<file path="src/rtl/mul_issue_if.sv">
// Request/response and multiplier-core signal bundle for mul_issue_ctrl.
// The slave side is the controller; the master side is execute, the core and downstream.
interface mul_issue_if #(
  parameter int XLEN  = 64,
  parameter int TAG_W = 4
);
  logic             req_valid_i;
  logic             req_ready_o;
  logic [2:0]       req_op_i;
  logic [XLEN-1:0]  req_rs1_i;
  logic [XLEN-1:0]  req_rs2_i;
  logic [TAG_W-1:0] req_tag_i;
  logic             flush_i;
  logic             mul_datavaild_o;
  logic [XLEN-1:0]  multiplicand_o;
  logic [XLEN-1:0]  multiplier_o;
  logic             mul_ready_o;
  logic             mul_mulvalid_i;
  logic [XLEN-1:0]  result_hi_i;
  logic [XLEN-1:0]  result_lo_i;
  logic             rsp_valid_o;
  logic             rsp_ready_i;
  logic [XLEN-1:0]  rsp_data_o;
  logic [TAG_W-1:0] rsp_tag_o;
  logic             rsp_err_o;

  modport slave (
    input  req_valid_i, req_op_i, req_rs1_i, req_rs2_i, req_tag_i, flush_i,
           mul_mulvalid_i, result_hi_i, result_lo_i, rsp_ready_i,
    output req_ready_o, mul_datavaild_o, multiplicand_o, multiplier_o, mul_ready_o,
           rsp_valid_o, rsp_data_o, rsp_tag_o, rsp_err_o
  );

  modport master (
    output req_valid_i, req_op_i, req_rs1_i, req_rs2_i, req_tag_i, flush_i,
           mul_mulvalid_i, result_hi_i, result_lo_i, rsp_ready_i,
    input  req_ready_o, mul_datavaild_o, multiplicand_o, multiplier_o, mul_ready_o,
           rsp_valid_o, rsp_data_o, rsp_tag_o, rsp_err_o
  );
endinterface

</file>
<file path="src/rtl/mul_issue_ctrl.sv">
// Issue/retire controller in front of the pipelined 64x64 signed Booth multiplier core.
// Corrects high halves for the unsigned forms, sign-extends MULW, returns tagged results.
module mul_issue_ctrl #(
  parameter int XLEN    = 64,
  parameter int TAG_W   = 4,
  parameter int TIMEOUT = 16
) (
  input logic        clk,
  input logic        rst,
  mul_issue_if.slave bus
);
  // state | meaning
  // IDLE  | ready for a request; absorbs stale core results
  // ISSUE | operands presented to the core for one cycle
  // WAIT  | waiting for the core product, bounded by TIMEOUT
  // FIX   | high-half correction / word sign-extension
  // RESP  | response held until downstream accepts or flush
  // DRAIN | flushed request; consume the orphaned core result
  typedef enum logic [2:0] {IDLE, ISSUE, WAIT, FIX, RESP, DRAIN} state_t;

  localparam int CNT_W = $clog2(TIMEOUT);
  localparam logic [CNT_W-1:0] CNT_LAST = CNT_W'(TIMEOUT - 1);

  localparam logic [2:0] OP_MUL    = 3'd0;
  localparam logic [2:0] OP_MULH   = 3'd1;
  localparam logic [2:0] OP_MULHSU = 3'd2;
  localparam logic [2:0] OP_MULHU  = 3'd3;
  localparam logic [2:0] OP_MULW   = 3'd4;

  state_t           state_q, state_d;
  logic [CNT_W-1:0] cnt_q;
  logic [XLEN-1:0]  a_q, b_q, hi_q, lo_q, data_q, fix_data;
  logic [2:0]       op_q;
  logic [TAG_W-1:0] tag_q;
  logic             err_q;
  logic             mul_ready, cnt_clr, cnt_inc, timeout, req_legal;

  assign timeout   = (cnt_q == CNT_LAST);
  assign req_legal = (bus.req_op_i <= OP_MULW);

  always_ff @(posedge clk) begin
    if (rst) state_q <= IDLE;
    else     state_q <= state_d;
  end

  always_comb begin
    state_d   = state_q;
    mul_ready = 1'b0;
    cnt_clr   = 1'b0;
    cnt_inc   = 1'b0;
    case (state_q)
      IDLE: begin
        mul_ready = bus.mul_mulvalid_i;
        if (bus.req_valid_i) state_d = req_legal ? ISSUE : RESP;
      end
      ISSUE: begin
        cnt_clr = 1'b1;
        state_d = bus.flush_i ? DRAIN : WAIT;
      end
      WAIT: begin
        if (bus.mul_mulvalid_i) begin
          mul_ready = 1'b1;
          state_d   = bus.flush_i ? IDLE : FIX;
        end else if (bus.flush_i) begin
          cnt_clr = 1'b1;
          state_d = DRAIN;
        end else if (timeout) begin
          state_d = RESP;
        end else begin
          cnt_inc = 1'b1;
        end
      end
      FIX:  state_d = bus.flush_i ? IDLE : RESP;
      RESP: if (bus.flush_i || bus.rsp_ready_i) state_d = IDLE;
      DRAIN: begin
        if (bus.mul_mulvalid_i) begin
          mul_ready = 1'b1;
          state_d   = IDLE;
        end else if (timeout) begin
          state_d = IDLE;
        end else begin
          cnt_inc = 1'b1;
        end
      end
      default: state_d = IDLE;
    endcase
  end

  // The core only produces a signed product; unsigned forms add back the sign-bit terms.
  always_comb begin
    fix_data = '0;
    case (op_q)
      OP_MUL:    fix_data = lo_q;
      OP_MULH:   fix_data = hi_q;
      OP_MULHSU: fix_data = hi_q + (b_q[XLEN-1] ? a_q : '0);
      OP_MULHU:  fix_data = hi_q + (a_q[XLEN-1] ? b_q : '0) + (b_q[XLEN-1] ? a_q : '0);
      OP_MULW:   fix_data = {{(XLEN-32){lo_q[31]}}, lo_q[31:0]};
      default:   fix_data = '0;
    endcase
  end

  always_ff @(posedge clk) begin
    if (rst) begin
      cnt_q  <= '0;
      a_q    <= '0;
      b_q    <= '0;
      hi_q   <= '0;
      lo_q   <= '0;
      op_q   <= '0;
      tag_q  <= '0;
      data_q <= '0;
      err_q  <= 1'b0;
    end else begin
      if (cnt_clr)      cnt_q <= '0;
      else if (cnt_inc) cnt_q <= cnt_q + CNT_W'(1);
      case (state_q)
        IDLE: if (bus.req_valid_i) begin
          a_q    <= bus.req_rs1_i;
          b_q    <= bus.req_rs2_i;
          op_q   <= bus.req_op_i;
          tag_q  <= bus.req_tag_i;
          data_q <= '0;
          err_q  <= !req_legal;
        end
        WAIT: begin
          if (bus.mul_mulvalid_i) begin
            hi_q <= bus.result_hi_i;
            lo_q <= bus.result_lo_i;
          end else if (!bus.flush_i && timeout) begin
            data_q <= '0;
            err_q  <= 1'b1;
          end
        end
        FIX: begin
          data_q <= fix_data;
          err_q  <= 1'b0;
        end
        default: ;
      endcase
    end
  end

  assign bus.req_ready_o     = (state_q == IDLE);
  assign bus.mul_datavaild_o = (state_q == ISSUE);
  assign bus.multiplicand_o  = a_q;
  assign bus.multiplier_o    = b_q;
  assign bus.mul_ready_o     = mul_ready;
  assign bus.rsp_valid_o     = (state_q == RESP);
  assign bus.rsp_data_o      = data_q;
  assign bus.rsp_tag_o       = tag_q;
  assign bus.rsp_err_o       = err_q;
endmodule

</file>
<file path="src/flat_wrapper.sv">
// flat-port wrapper written by rule: the top's interface ports become plain ports
module mul_issue_ctrl_flat 
#(
  parameter int XLEN    = 64,
  parameter int TAG_W   = 4,
  parameter int TIMEOUT = 16
)
  (clk, rst, bus_req_valid_i, bus_req_op_i, bus_req_rs1_i, bus_req_rs2_i, bus_req_tag_i, bus_flush_i, bus_mul_mulvalid_i, bus_result_hi_i, bus_result_lo_i, bus_rsp_ready_i, bus_req_ready_o, bus_mul_datavaild_o, bus_multiplicand_o, bus_multiplier_o, bus_mul_ready_o, bus_rsp_valid_o, bus_rsp_data_o, bus_rsp_tag_o, bus_rsp_err_o);
  mul_issue_if #(.XLEN(XLEN), .TAG_W(TAG_W)) bus_i ();
  input logic clk;
  input logic rst;
  input wire logic [$bits(bus_i.req_valid_i)-1:0] bus_req_valid_i;
  input wire logic [$bits(bus_i.req_op_i)-1:0] bus_req_op_i;
  input wire logic [$bits(bus_i.req_rs1_i)-1:0] bus_req_rs1_i;
  input wire logic [$bits(bus_i.req_rs2_i)-1:0] bus_req_rs2_i;
  input wire logic [$bits(bus_i.req_tag_i)-1:0] bus_req_tag_i;
  input wire logic [$bits(bus_i.flush_i)-1:0] bus_flush_i;
  input wire logic [$bits(bus_i.mul_mulvalid_i)-1:0] bus_mul_mulvalid_i;
  input wire logic [$bits(bus_i.result_hi_i)-1:0] bus_result_hi_i;
  input wire logic [$bits(bus_i.result_lo_i)-1:0] bus_result_lo_i;
  input wire logic [$bits(bus_i.rsp_ready_i)-1:0] bus_rsp_ready_i;
  output wire logic [$bits(bus_i.req_ready_o)-1:0] bus_req_ready_o;
  output wire logic [$bits(bus_i.mul_datavaild_o)-1:0] bus_mul_datavaild_o;
  output wire logic [$bits(bus_i.multiplicand_o)-1:0] bus_multiplicand_o;
  output wire logic [$bits(bus_i.multiplier_o)-1:0] bus_multiplier_o;
  output wire logic [$bits(bus_i.mul_ready_o)-1:0] bus_mul_ready_o;
  output wire logic [$bits(bus_i.rsp_valid_o)-1:0] bus_rsp_valid_o;
  output wire logic [$bits(bus_i.rsp_data_o)-1:0] bus_rsp_data_o;
  output wire logic [$bits(bus_i.rsp_tag_o)-1:0] bus_rsp_tag_o;
  output wire logic [$bits(bus_i.rsp_err_o)-1:0] bus_rsp_err_o;
  assign bus_i.req_valid_i = bus_req_valid_i;
  assign bus_i.req_op_i = bus_req_op_i;
  assign bus_i.req_rs1_i = bus_req_rs1_i;
  assign bus_i.req_rs2_i = bus_req_rs2_i;
  assign bus_i.req_tag_i = bus_req_tag_i;
  assign bus_i.flush_i = bus_flush_i;
  assign bus_i.mul_mulvalid_i = bus_mul_mulvalid_i;
  assign bus_i.result_hi_i = bus_result_hi_i;
  assign bus_i.result_lo_i = bus_result_lo_i;
  assign bus_i.rsp_ready_i = bus_rsp_ready_i;
  assign bus_req_ready_o = bus_i.req_ready_o;
  assign bus_mul_datavaild_o = bus_i.mul_datavaild_o;
  assign bus_multiplicand_o = bus_i.multiplicand_o;
  assign bus_multiplier_o = bus_i.multiplier_o;
  assign bus_mul_ready_o = bus_i.mul_ready_o;
  assign bus_rsp_valid_o = bus_i.rsp_valid_o;
  assign bus_rsp_data_o = bus_i.rsp_data_o;
  assign bus_rsp_tag_o = bus_i.rsp_tag_o;
  assign bus_rsp_err_o = bus_i.rsp_err_o;
  mul_issue_ctrl #(.XLEN(XLEN), .TAG_W(TAG_W), .TIMEOUT(TIMEOUT)) u_core (.clk(clk), .rst(rst), .bus(bus_i));
endmodule
</file>
<file path="config.mk">
export PLATFORM = sky130hd
export DESIGN_NAME = mul_issue_ctrl_flat
export DESIGN_NICKNAME = d
export VERILOG_FILES = /design/src/rtl/mul_issue_if.sv /design/src/rtl/mul_issue_ctrl.sv /design/src/flat_wrapper.sv
export SDC_FILE = /design/constraint.sdc
export NUM_CORES = 1
export LEC_CHECK = 0
export BUFFER_PORTS_ARGS = -buffer_cell sky130_fd_sc_hd__buf_4
export CAP_MARGIN = 20
export CORE_MARGIN = 4
export CORE_UTILIZATION = 45
export DETAILED_ROUTE_END_ITERATION = 8
export HOLD_SLACK_MARGIN = 0.03
export PLACE_DENSITY_LB_ADDON = 0.2
export SLEW_MARGIN = 20
export SYNTH_ARGS = -nofsm -noshare
export SYNTH_HDL_FRONTEND = slang
export SYNTH_SLANG_ARGS = --single-unit
</file>
<file path="constraint.sdc">
create_clock -name clk -period 10.9 [get_ports clk]
set_input_delay 0.545 -clock clk [delete_from_list [all_inputs] [get_ports clk]]
set_output_delay 0.545 -clock clk [all_outputs]
set_load 0.02 [all_outputs]
</file>
# Word-level counts from Yosys, hierarchy flattened
# Cells that the tools add are included.
dict set report word_totals {
  register_bits 335
  in_bits 269
  out_inout_bits 201
}
dict set report classes {
  addsub 4
  order_cmp 1
  eq_ne 16
  n_mux 33
  n_reduce_logical 13
}
# operator count
set ops {}
lappend ops {{$mux W64} 5}
lappend ops {{$pmux W64 S5} 1}
lappend ops {{$add A64 B64 Y64} 3}
lappend ops {{$pmux W64 S3} 1}
lappend ops {{$mux W3} 10}
lappend ops {{$pmux W3 S6} 1}
lappend ops {{$eq A3 B2 Y1 const B} 4}
lappend ops {{$mux W1} 10}
lappend ops {{$eq A3 B3 Y1 const B} 3}
lappend ops {{$reduce_and A4 Y1} 2}
lappend ops {{$eq A3 B1 Y1 const B} 2}
lappend ops {{$logic_not A3 Y1} 2}
lappend ops {{$pmux W1 S2} 3}
lappend ops {{$add A4 B1 Y4 const B} 1}
lappend ops {{$eq A4 B4 Y1 const B} 1}
lappend ops {{$ne A2 B1 Y1 const B} 2}
lappend ops {{$ne A2 B2 Y1 const B} 2}
lappend ops {{$ne A4 B3 Y1 const B} 1}
lappend ops {{$reduce_and A2 Y1} 2}
lappend ops {{$reduce_or A2 Y1} 2}
lappend ops {{$le A3 B3 Y1 const B} 1}
lappend ops {{$ne A3 B2 Y1 const B} 1}
lappend ops {{$pmux W1 S3} 1}
lappend ops {{$reduce_bool A3 Y1} 1}
lappend ops {{other kinds (4)} 5}

# Logic depth before layout (Yosys ltp)
# Gate-level depths: netlist of run 1.
dict set report depth {
  word_depth 5
  ltp_mapped 25
  depth_no_buf 16
}

# Worst setup path after synthesis of run 1
# No wires, ideal clock.
dict set report synth_timing {
  path_type {register to register}
  from {register u_core.b_q[63] (netlist: u_core.bus.multiplier_o[63])}
  to {register u_core.data_q[63] (netlist: u_core.bus.rsp_data_o[63])}
  setup_time_ns 0.074
  arrival_ns 5.737
  required_ns 10.826
  path_slack_ns 5.089
  stages_incl_launch_ff 25
  n_path_buf 8
  synth_period_minus_slack_ns 5.811
  cell_sequence {dfxtp_1 -> buf_6 -> buf_12 -> buf_6 -> buf_2 -> buf_2 -> clkbuf_1 -> buf_1 -> clkbuf_1 -> nand2_1 -> xor2_1 -> ha_1 -> ha_1 -> fa_1 -> a211oi_1 -> o21ai_1 -> o311ai_2 -> a31oi_1 -> a31oi_1 -> o41ai_2 -> a21o_1 -> a221oi_2 -> o21ai_1 -> or3_1 -> a31oi_1}
}
dict set report synth_between {
  elab_chain_cells 5
  elab_cells_between_ends 7
  cone_classes {add/sub (3); mux (4)}
}
# element line_no
set synth_rtl {}
lappend synth_rtl {{start: declaration} mul_issue_ctrl.sv:32} ;# logic [XLEN-1:0] a_q, b_q, hi_q, lo_q, data_q, fix_data;
lappend synth_rtl {{start signal: assignment} mul_issue_ctrl.sv:119} ;# b_q <= bus.req_rs2_i;
lappend synth_rtl {{$mux W64} mul_issue_ctrl.sv:96} ;# OP_MULHU: fix_data = hi_q + (a_q[XLEN-1] ? b_q : '0) + (b_q[XLEN-1] ? a_q : '0);
lappend synth_rtl {{$add A64 B64 Y64 (2 in a row)} mul_issue_ctrl.sv:96}
lappend synth_rtl {{$pmux W64 S5 (*)} mul_issue_ctrl.sv:92} ;# case (op_q)
lappend synth_rtl {{$pmux W64 S3 (*)} mul_issue_ctrl.sv:116} ;# case (state_q)
lappend synth_rtl {{end signal: assignment} mul_issue_ctrl.sv:135} ;# data_q <= fix_data;
lappend synth_rtl {{end: declaration} mul_issue_ctrl.sv:32}
# Mark *: on every way between the ends. The rest lies on a longest branch, timed or not.
# A chain may end at the register's enable or synchronous reset.

# Final worst setup path of run 1
dict set report layout_timing {
  from {register u_core.b_q[63] (netlist: u_core.bus.multiplier_o[63])}
  to {register u_core.data_q[54] (netlist: u_core.bus.rsp_data_o[54])}
}
dict set report layout_between {
  elab_chain_cells 4
  elab_cells_between_ends 5
  cone_classes {add/sub (2); mux (3)}
}
# element line_no
set layout_rtl {}
lappend layout_rtl {{$mux W64 (*)} {mul_issue_ctrl.sv:95, mul_issue_ctrl.sv:96}}
lappend layout_rtl {{$add A64 B64 Y64, on equally long branches} {mul_issue_ctrl.sv:96, mul_issue_ctrl.sv:95}}
lappend layout_rtl {{$pmux W64 S5 (*)} mul_issue_ctrl.sv:92}
lappend layout_rtl {{$pmux W64 S3 (*)} mul_issue_ctrl.sv:116}
# Marked as above.

==> results.txt, run 1 <==
The die span in y came out at 244 um. The Yosys step of the flow raised 0 warnings. The number of nets in the synthesized netlist came out at 3922. The die is 244 um wide. The endpoint identified for the worst register-to-register timing path is u_core.bus.rsp_data_o[54]. The hold-critical path depth is 3. The flow ran to the end, and the final reports show no timing, DRC or antenna violations. The worst setup slack for register-to-register paths is 4.58 ns. The number of endpoints with negative hold slack in the final report is 0.

The highest layer touched by signal routing is met4. The post-cts repair resize count came out at 0. After the first detailed-routing iteration, the DRC count stood at 2614. The total of endpoints with negative setup slack in the final report came out at 0. The placed instance area came out at 0.0286 mm^2.

The count of mapped cells out of synthesis is 3490. The signal on the critical path passes through buf_4 > nand2_1 > xor2_1 > ha_1 > a31o_2 > ha_1 > nand4_1 > nor4_1 > nand4_1 > a311oi_1 > nor2_1 > o2bb2ai_1 > o21ai_0 > a21oi_1 > xnor2_1 > a221oi_1 > a211oi_1. Once the clock tree was built, the setup fixing pass inserted 0 buffers. The worst register-to-register path begins at u_core.bus.multiplier_o[63]. Clock-pin slew was measured on the worst setup and hold paths at 0.07 ns.

The total grt overflow came out at 0. For this design the total switching power over the nets is 1.24 mW. The worst setup path is captured at a flip-flop. The maximum clock frequency is 158 MHz. The clock arrives with 0.0344 ns of skew.

For hold timing, the worst endpoint is u_core.lo_q[35]. Among all stages on the critical path, the largest delay is contributed by sky130_fd_sc_hd__dfxtp_4. The maximum vdd drop came out at 0.102 mV. The total count of max-transition violations in the final report is 0. Among all flip-flop cells after synthesis, the most frequent one is sky130_fd_sc_hd__dfxtp_1. Once detailed placement completed, the half-perimeter wirelength came to 73600 um.

The global-route total usage across every layer is 31.2%. Dividing total power by cell area gives a power density of 123 mW/mm^2. Of the available clock period, the critical path in the final layout requires 58.0%. In this run, synthesis inferred 0 flip-flops with an integrated enable.

The cell area after layout came out at 0.0301 mm^2. Once detail routing completed, the nets flagged for antenna violations numbered 0. At the worst endpoint, the required time is 11.35 ns. The leakage dissipation came out at 12.5 nW. Of the cells placed in the final design, the portion with a size suffix greater than 1 is 16.9%. The part of the power in registers came out at 39.0%. Setup repair after global routing left no endpoint under its margin. The number of synthesized register bits came out at 335.

In this design, the largest share of critical-path delay is due to compound AO/OA/AOI/OAI gates. In this run, distinct cell masters in the synthesized netlist total 92. The number of buffers inserted by hold repair at cts is 0. The number of antenna violations at the first check in global routing was 1.

The most critical setup path has its startpoint at u_core.bus.multiplier_o[63]. After routing, the total negative slack on setup checks comes to 0 ns. The average footprint of a synthesized cell came out at 7.16 um^2.

The minimum period implied by the final worst setup slack is 6.32 ns. The fraction of registers with async set or reset after synthesis is 0%. For this configuration, the core starts out at a cell density of 45.4%. The routability congestion estimate is 0.969.

The number of ports placed on the die boundary is 470. Relative to the synthesized area, the layout overhead comes to 20.2%. In this design, the stage delay of the slowest critical-path cell is 0.83 ns. The signal arrival time at the worst endpoint came out at 6.77 ns. The logic depth of the worst register-to-register path is 17. The detail-routed net length per standard cell came out at 21.6 um. For this run, the post-layout net count is 4194. The utilization after layout came out at 54.5%.

The highest fanout seen on the critical path came out at 66. The vias per cell came out at 5.90. The die footprint is 0.0594 mm^2. The relative contribution of combinational cells to total power is 21.6%.

The total number of clock tree sinks is 335. The fill cell total of the finished layout came out at 5533. The sequential-to-total area share from yosys stat came out at 26.8%.

The tree is rooted in a sky130_fd_sc_hd__clkbuf_16. The max-capacitance violation count came out at 0. The number of global-route vias before repair came to 24787. The total standard cell area after synthesis is 0.0250 mm^2. Wire segments on met3 add up to 8820 um in the final route. Entering global routing, the biggest net connects 82 pins. The number of buffers and inverters on the critical path came out at 1.

The relative max-transition margin is 29.0%. The clock network latency to the later pin of the worst-skew pair came out at 0.59 ns. The part of the total power dissipated in the clock network is 39.4%.

TritonCTS built the clock tree. Wires add up to 98300 um. The standard cell core area is 0.0551 mm^2. The largest buffer count on any clock path is 3. The first global-routing pass estimated 149000 um of wire. The worst hold path startpoint is bus_result_lo_i[35].

The total of buffers placed on input and output ports came out at 469. TritonCTS created 40 clock buffers. The internal portion of the total power is 2.45 mW. The critical path is of the flip-flop to flip-flop type. The H-tree depth is 2. The number of design rule violations left after detail routing came out at 0. The overall via count from detail_route is 26817. In the final routing, the length of wire on met1 measures 43200 um.

The first-pass detailed-route iteration total is 6. Net switching is 33.6% of the power. The type of element launching the critical path is a flip-flop. At the pin with the least slew margin, the transition time is 1.06 ns.

The min-delay analysis places its worst path in the category input pin to flip-flop. The routed design uses 43400 um of met2 wire. The row count came out at 86.
-- power groups by stage --
stage          clock [mW]  sequential [mW]  combinational, mW
2_1_floorplan           0             1.44              0.445
3_3_place_gp            0             1.46              0.783
3_5_place_dp            0             1.46              0.788
4_1_cts              1.48             1.44              0.791
5_1_grt              1.53             1.45              0.858
6_report             1.45             1.44              0.795
-- state kept, by name, summed over array words and instances (netlist names) --
name                       flops
u_core.bus.rsp_data_o         64
u_core.bus.rsp_err_o           1
u_core.bus.multiplier_o       64
u_core.cnt_q                   4
u_core.bus.multiplicand_o     64
u_core.hi_q                   64
u_core.bus.rsp_tag_o           4
u_core.lo_q                   64
u_core.op_q                    3
u_core.state_q                 3
-- layout by cell type, fill, tap and decap left out, types with 33 or more instances in the layout --
cell type and count:
sky130_fd_sc_hd__buf_4 498, sky130_fd_sc_hd__a21o_1 66, sky130_fd_sc_hd__ha_1 130, sky130_fd_sc_hd__a22oi_1 37, sky130_fd_sc_hd__xnor2_1 106, sky130_fd_sc_hd__nor2_1 152
sky130_fd_sc_hd__xor2_1 78, sky130_fd_sc_hd__a221oi_1 44, sky130_fd_sc_hd__dfxtp_1 333, sky130_fd_sc_hd__nand2_1 820, sky130_fd_sc_hd__nand2b_1 38, sky130_fd_sc_hd__a31o_2 33
sky130_fd_sc_hd__inv_1 163, sky130_fd_sc_hd__fa_1 33, sky130_fd_sc_hd__nand3_1 39, sky130_fd_sc_hd__clkbuf_16 41, sky130_fd_sc_hd__nand4_1 40, sky130_fd_sc_hd__o21ai_0 167
sky130_fd_sc_hd__a21oi_1 449
-- worst register-to-register path: stages, from the launching register on --
cell                        delay [ns]
sky130_fd_sc_hd__dfxtp_4          0.83
sky130_fd_sc_hd__buf_4            0.68
sky130_fd_sc_hd__nand2_1          0.25
sky130_fd_sc_hd__xor2_1           0.21
sky130_fd_sc_hd__ha_1             0.18
sky130_fd_sc_hd__a31o_2           0.21
sky130_fd_sc_hd__ha_1             0.43
sky130_fd_sc_hd__nand4_1          0.22
sky130_fd_sc_hd__nor4_1           0.33
sky130_fd_sc_hd__nand4_1          0.26
sky130_fd_sc_hd__a311oi_1         0.69
sky130_fd_sc_hd__nor2_1           0.19
sky130_fd_sc_hd__o2bb2ai_1        0.20
sky130_fd_sc_hd__o21ai_0          0.71
sky130_fd_sc_hd__a21oi_1          0.24
sky130_fd_sc_hd__xnor2_1          0.19
sky130_fd_sc_hd__a221oi_1         0.28
sky130_fd_sc_hd__a211oi_1         0.11
-- Yosys cell counts, types with 44 or more instances --
master,count,area (um^2)
sky130_fd_sc_hd__xor2_1,78,683
sky130_fd_sc_hd__xnor2_1,106,928
sky130_fd_sc_hd__nor2_1,158,593
sky130_fd_sc_hd__inv_1,163,612
sky130_fd_sc_hd__a21oi_1,449,2250
sky130_fd_sc_hd__clkbuf_1,207,777
sky130_fd_sc_hd__ha_1,130,1630
sky130_fd_sc_hd__a21o_1,67,503
sky130_fd_sc_hd__a221oi_1,44,385
sky130_fd_sc_hd__nand2_1,822,3090
sky130_fd_sc_hd__dfxtp_1,335,6710
sky130_fd_sc_hd__o21ai_0,167,836
-- area by class of cell --
| cell class | count | area (um^2) | share of cell area (%) |
|---|---|---|---|
| flip-flops and latches | 335 | 6710 | 22.3 |
| clock buffers | 54 | 1140 | 3.81 |
| well taps | 748 | 936 | 3.11 |
| clock inverters | 20 | 264 | 0.879 |
| multi-input cells | 2721 | 16600 | 55.3 |
| diodes | 2 | 5.00 | 0.0167 |
| inverters | 165 | 619 | 2.06 |
| repair buffers | 499 | 3750 | 12.5 |
-- how the worst max path moves through the flow --
stage          slack (ns)  cells after the start                        end
6_report             4.58                     17  u_core.bus.rsp_data_o[54]
5_1_grt              4.22                     17  u_core.bus.rsp_data_o[54]
4_1_cts              4.78                     17  u_core.bus.rsp_data_o[54]
3_5_place_dp         4.82                     17  u_core.bus.rsp_data_o[54]
3_3_place_gp         4.89                     17  u_core.bus.rsp_data_o[54]
2_1_floorplan        5.09                     24  u_core.bus.rsp_data_o[63]
-- per-layer routing --
metal / up-vias / global-route usage, %
met5: - / 0
met4: 0 / 8.88
met3: 176 / 6.23
met2: 1175 / 49.0
met1: 12697 / 43.6
li1: 12769 / -
-- per-stage QoR --
step | hold WS [ns] | power, mW | instances | setup slack (ns)
6_report | 0.205 | 3.69 | 4544 | 4.58
5_1_grt | 0.199 | 3.83 | 4542 | 4.22
4_1_cts | 0.178 | 3.70 | 4542 | 4.78
3_5_place_dp | 0.448 | 2.25 | 4468 | 4.82
3_3_place_gp | 0.438 | 2.25 | 4468 | 4.89
2_1_floorplan | 0.432 | 1.89 | 3490 | 5.09
-- logic make-up (layout without fill, tap and decap cells) --
kind of cell | after synthesis | after routing | share of synthesized area (%)
compound gates | 1090 | 1090 | 27.7
xor+xnor | 184 | 184 | 6.45
fa+ha+maj | 174 | 174 | 9.60
buf+inv | 434 | 738 | 6.90
flops | 335 | 335 | 26.8
mux | 15 | 15 | 0.626
other cells | 0 | 2 | 0
simple gates | 1258 | 1258 | 21.9
Power figures use the tool's default switching activity.
==> run 2, diff against run 1 <==
ABC_AREA = 1   (was unset)
clock period = 5.4 ns   (was 10.9 ns; I/O delays follow)
==> results.txt, run 2 <==
The max-capacitance violation count came out at 0. The total count of max-transition violations in the final report came out at 0. The global-route wire length before repair came out at 189000 um. The power per standard cell area is 209 mW/mm^2.

The clock-pin slew reported for the worst setup and hold paths after clock tree synthesis came out at 0.06 ns. The post-detailed-routing wire length is 130000 um. The synthesized netlist occupies a cell area of 0.0270 mm^2.

The number of design rule violations left after detail routing is 0. The worst endpoint required time is 5.83 ns. The final worst-path cycle share is 84.7%. The total number of clock tree sinks is 335. The number of nets handed over by synthesis was 4949. The flow ran to the end, and the final reports show no timing, DRC or antenna violations. The number of placed instances, taps included came out at 5615. STA classifies the critical path startpoint as a flip-flop. The area growth from synthesis to layout is 28.8%. Setup repair after global routing left no endpoint under its margin. The maximum vdd drop came out at 0.257 mV.

The die footprint is 0.0640 mm^2. The maximum clock frequency came out at 219 MHz. No sink is reached through more buffers than the 3 on the longest clock path. The top cell type by total area after synthesis is sky130_fd_sc_hd__dfxtp_1. The number of distinct library cells after synthesis came out at 50. The core region is 0.0592 mm^2.

At the pin with the least slew margin, the transition time is 1.04 ns. The number of ports placed on the die boundary came out at 470. The TritonCTS clock tree is done. The placed instance area is 0.0311 mm^2.

Counting I/O delays and the setup requirement, the final critical path takes 4.57 ns. The most common cell after layout, fill and taps aside is sky130_fd_sc_hd__nand2_1. The number of nets in the final layout is 5549. Net switching is 32.6% of the power.

The path type of the worst min-delay path is input pin to flip-flop. The average footprint of a synthesized cell came out at 5.98 um^2. The first-pass detailed-route iteration total is 6. The internal portion of the total power is 4.89 mW. The clock network burns 39.3% of the power. The clock network latency to the later pin of the worst-skew pair came out at 0.59 ns. Entering global routing, the biggest net connects 143 pins.

Sorting the synthesized cells by area gives the leading types as sky130_fd_sc_hd__dfxtp_1 (25%), sky130_fd_sc_hd__nand2_1 (19%), sky130_fd_sc_hd__a21oi_1 (9.7%), sky130_fd_sc_hd__inv_1 (9.2%), sky130_fd_sc_hd__nand3_1 (7.5%). For this configuration, the core starts out at a cell density of 45.6%. The cell area after layout came out at 0.0348 mm^2.

The highest fanout seen on the critical path is 38. The proportion of netlist area held by the largest area contributor came out at 24.8%. STA puts the critical path data arrival time at 5.01 ns. Among all flip-flop cells after synthesis, the most frequent one is sky130_fd_sc_hd__dfxtp_1. The number of global-route vias before repair came to 30736. The sequential-to-total area share from yosys stat came out at 24.8%. The detail-routed net length per standard cell is 22.0 um. The most frequent cell after synthesis is sky130_fd_sc_hd__nand2_1. The final setup skew is 0.0338 ns. The fill cell total of the finished layout is 5833. The part of the power in registers is 38.2%.

The total grt overflow came out at 0. The overall via count from detail_route came out at 33234. The synthesized design contains 0 enable-type register cells. Routability-driven placement finished with a final weighted congestion of 1.08. The count of buffers added on input and output ports is 469.

The number of nets with antenna violations after detailed routing is 0. The die span in y is 253 um. The total negative slack is 0 ns.

The count of mapped cells out of synthesis is 4517. The number of buffers inserted during clock tree synthesis is 38. The fraction of registers with async set or reset after synthesis is 0%. The clock tree root buffer cell is sky130_fd_sc_hd__clkbuf_16. The worst setup path is captured at a flip-flop.

The critical path is of the flip-flop to flip-flop type. Dividing the detail-routed via count by the number of cells gives 5.61. The number of synthesized register bits is 335. The final cell count without fillers is 5919. The ratio of cells with drive above 1 in the final layout came out at 14.4%. The leakage dissipation is 17.3 nW.

The total half-perimeter wirelength after legalization and detailed placement came out at 102000 um. The number of synthesis warnings is 0. The die width came out at 253 um.

The number of endpoints with negative hold slack in the final report is 0. The analysis attributes to net switching a power of 2.36 mW. The number of antenna violations at the first check in global routing is 4. The row count is 89. For this run, the total global-route usage over all layers was measured as 38.9%. The number of inserted diodes is 0. Leaving out fill and tap cells, the most frequent cells in the layout are sky130_fd_sc_hd__nand2_1 (1356), sky130_fd_sc_hd__inv_1 (662), sky130_fd_sc_hd__a21oi_1 (525). The relative max-transition margin came out at 30.9%. The total of endpoints with negative setup slack in the final report came out at 0. The DRC violation total after the first TritonRoute iteration is 3612. The post-cts repair resize count is 0. By count the netlist is led by sky130_fd_sc_hd__nand2_1 (1358), sky130_fd_sc_hd__inv_1 (665), sky130_fd_sc_hd__a21oi_1 (525), sky130_fd_sc_hd__nand3_1 (406), sky130_fd_sc_hd__dfxtp_1 (335). The relative contribution of combinational cells to total power is 22.4%. The H-tree depth came out at 2.
-- run 2: final timing paths --
check | slack [ns] | cells past startpoint | startpoint | endpoint
min reg2reg | 0.45 | 2 | u_core.lo_q[59] | u_core.lo_q[59]
min | 0.04 | 3 | bus_result_hi_i[30] | u_core.hi_q[30]
max | 0.83 | 20 | u_core.bus.multiplicand_o[63] | u_core.bus.rsp_data_o[52]
max reg2reg | 0.83 | 20 | u_core.bus.multiplicand_o[63] | u_core.bus.rsp_data_o[52]
-- run 2: worst max-delay path, cell delays in order (launching register included) --
cell and delay [ns]:
sky130_fd_sc_hd__dfxtp_2 0.91, sky130_fd_sc_hd__buf_4 0.45, sky130_fd_sc_hd__nand2_1 0.12, sky130_fd_sc_hd__fa_1 0.49
sky130_fd_sc_hd__inv_1 0.04, sky130_fd_sc_hd__ha_1 0.42, sky130_fd_sc_hd__nand2_1 0.16, sky130_fd_sc_hd__nor2_1 0.28
sky130_fd_sc_hd__inv_1 0.07, sky130_fd_sc_hd__nor2_1 0.23, sky130_fd_sc_hd__nand2_1 0.17, sky130_fd_sc_hd__nor3_1 0.16
sky130_fd_sc_hd__nand2_1 0.19, sky130_fd_sc_hd__nand3_1 0.13, sky130_fd_sc_hd__nand2_1 0.06, sky130_fd_sc_hd__nand3_1 0.08
sky130_fd_sc_hd__nand2_1 0.11, sky130_fd_sc_hd__inv_1 0.12, sky130_fd_sc_hd__nand2_1 0.10, sky130_fd_sc_hd__nand2_1 0.07
sky130_fd_sc_hd__a21oi_1 0.07
-- run 2: area by class of cell --
type                       count  area [um^2]  share of cell area [%]
inverter                     695         2610                    7.50
clock buffer                  57         1180                    3.38
timing repair buffer         731         6140                    17.7
multi-input combinational   3316        17000                    48.9
tap                          773          967                    2.78
sequential                   335         6710                    19.3
clock inverter                12          175                   0.504
-- run 2: per-layer routing --
metal  routed length (um)  vias up  global-route usage [%]
met1                56400    15620                    55.9
met4                 4320        4                    11.2
met2                54700     1760                    58.5
met5                   22        -                       0
li1                     -    15629                       -
met3                14800      221                    8.67
-- run 2: per-stage QoR --
step / utilization [%] / hold WS [ns] / power [mW] / setup slack, ns
finish: 58.7 / 0.0406 / 7.26 / 0.829
floorplan: - / 0.425 / 3.56 / 1.86
global placement: 52.5 / 0.435 / 4.25 / 0.960
CTS: 58.7 / 0.0307 / 7.22 / 0.950
detailed placement: 52.5 / 0.444 / 4.26 / 0.948
global route: 58.7 / 0.0556 / 7.48 / 0.656
-- run 2: cells by family after synthesis --
group,after synthesis,share of synthesized area [%]
compound gates,891,17.7
buf+inv,866,12.4
fa+ha+maj,163,8.47
simple gates,2222,35.3
xor+xnor,40,1.30
flops,335,24.8
-- run 2: power by group through the flow --
stage / sequential [mW] / clock [mW] / combinational (mW)
2_1_floorplan: 2.85 / 0 / 0.714
3_3_place_gp: 2.82 / 0 / 1.43
3_5_place_dp: 2.82 / 0 / 1.44
4_1_cts: 2.77 / 2.87 / 1.58
5_1_grt: 2.79 / 2.96 / 1.73
6_report: 2.78 / 2.85 / 1.63
-- run 2: timing repair --
| action | 4_1_cts | 5_1_grt |
|---|---|---|
| hold buffers | 235 | 0 |
| endpoints found under the hold margin | 235 | 0 |
| setup buffers | 0 | 0 |
| endpoints found under the setup margin | 0 | 0 |
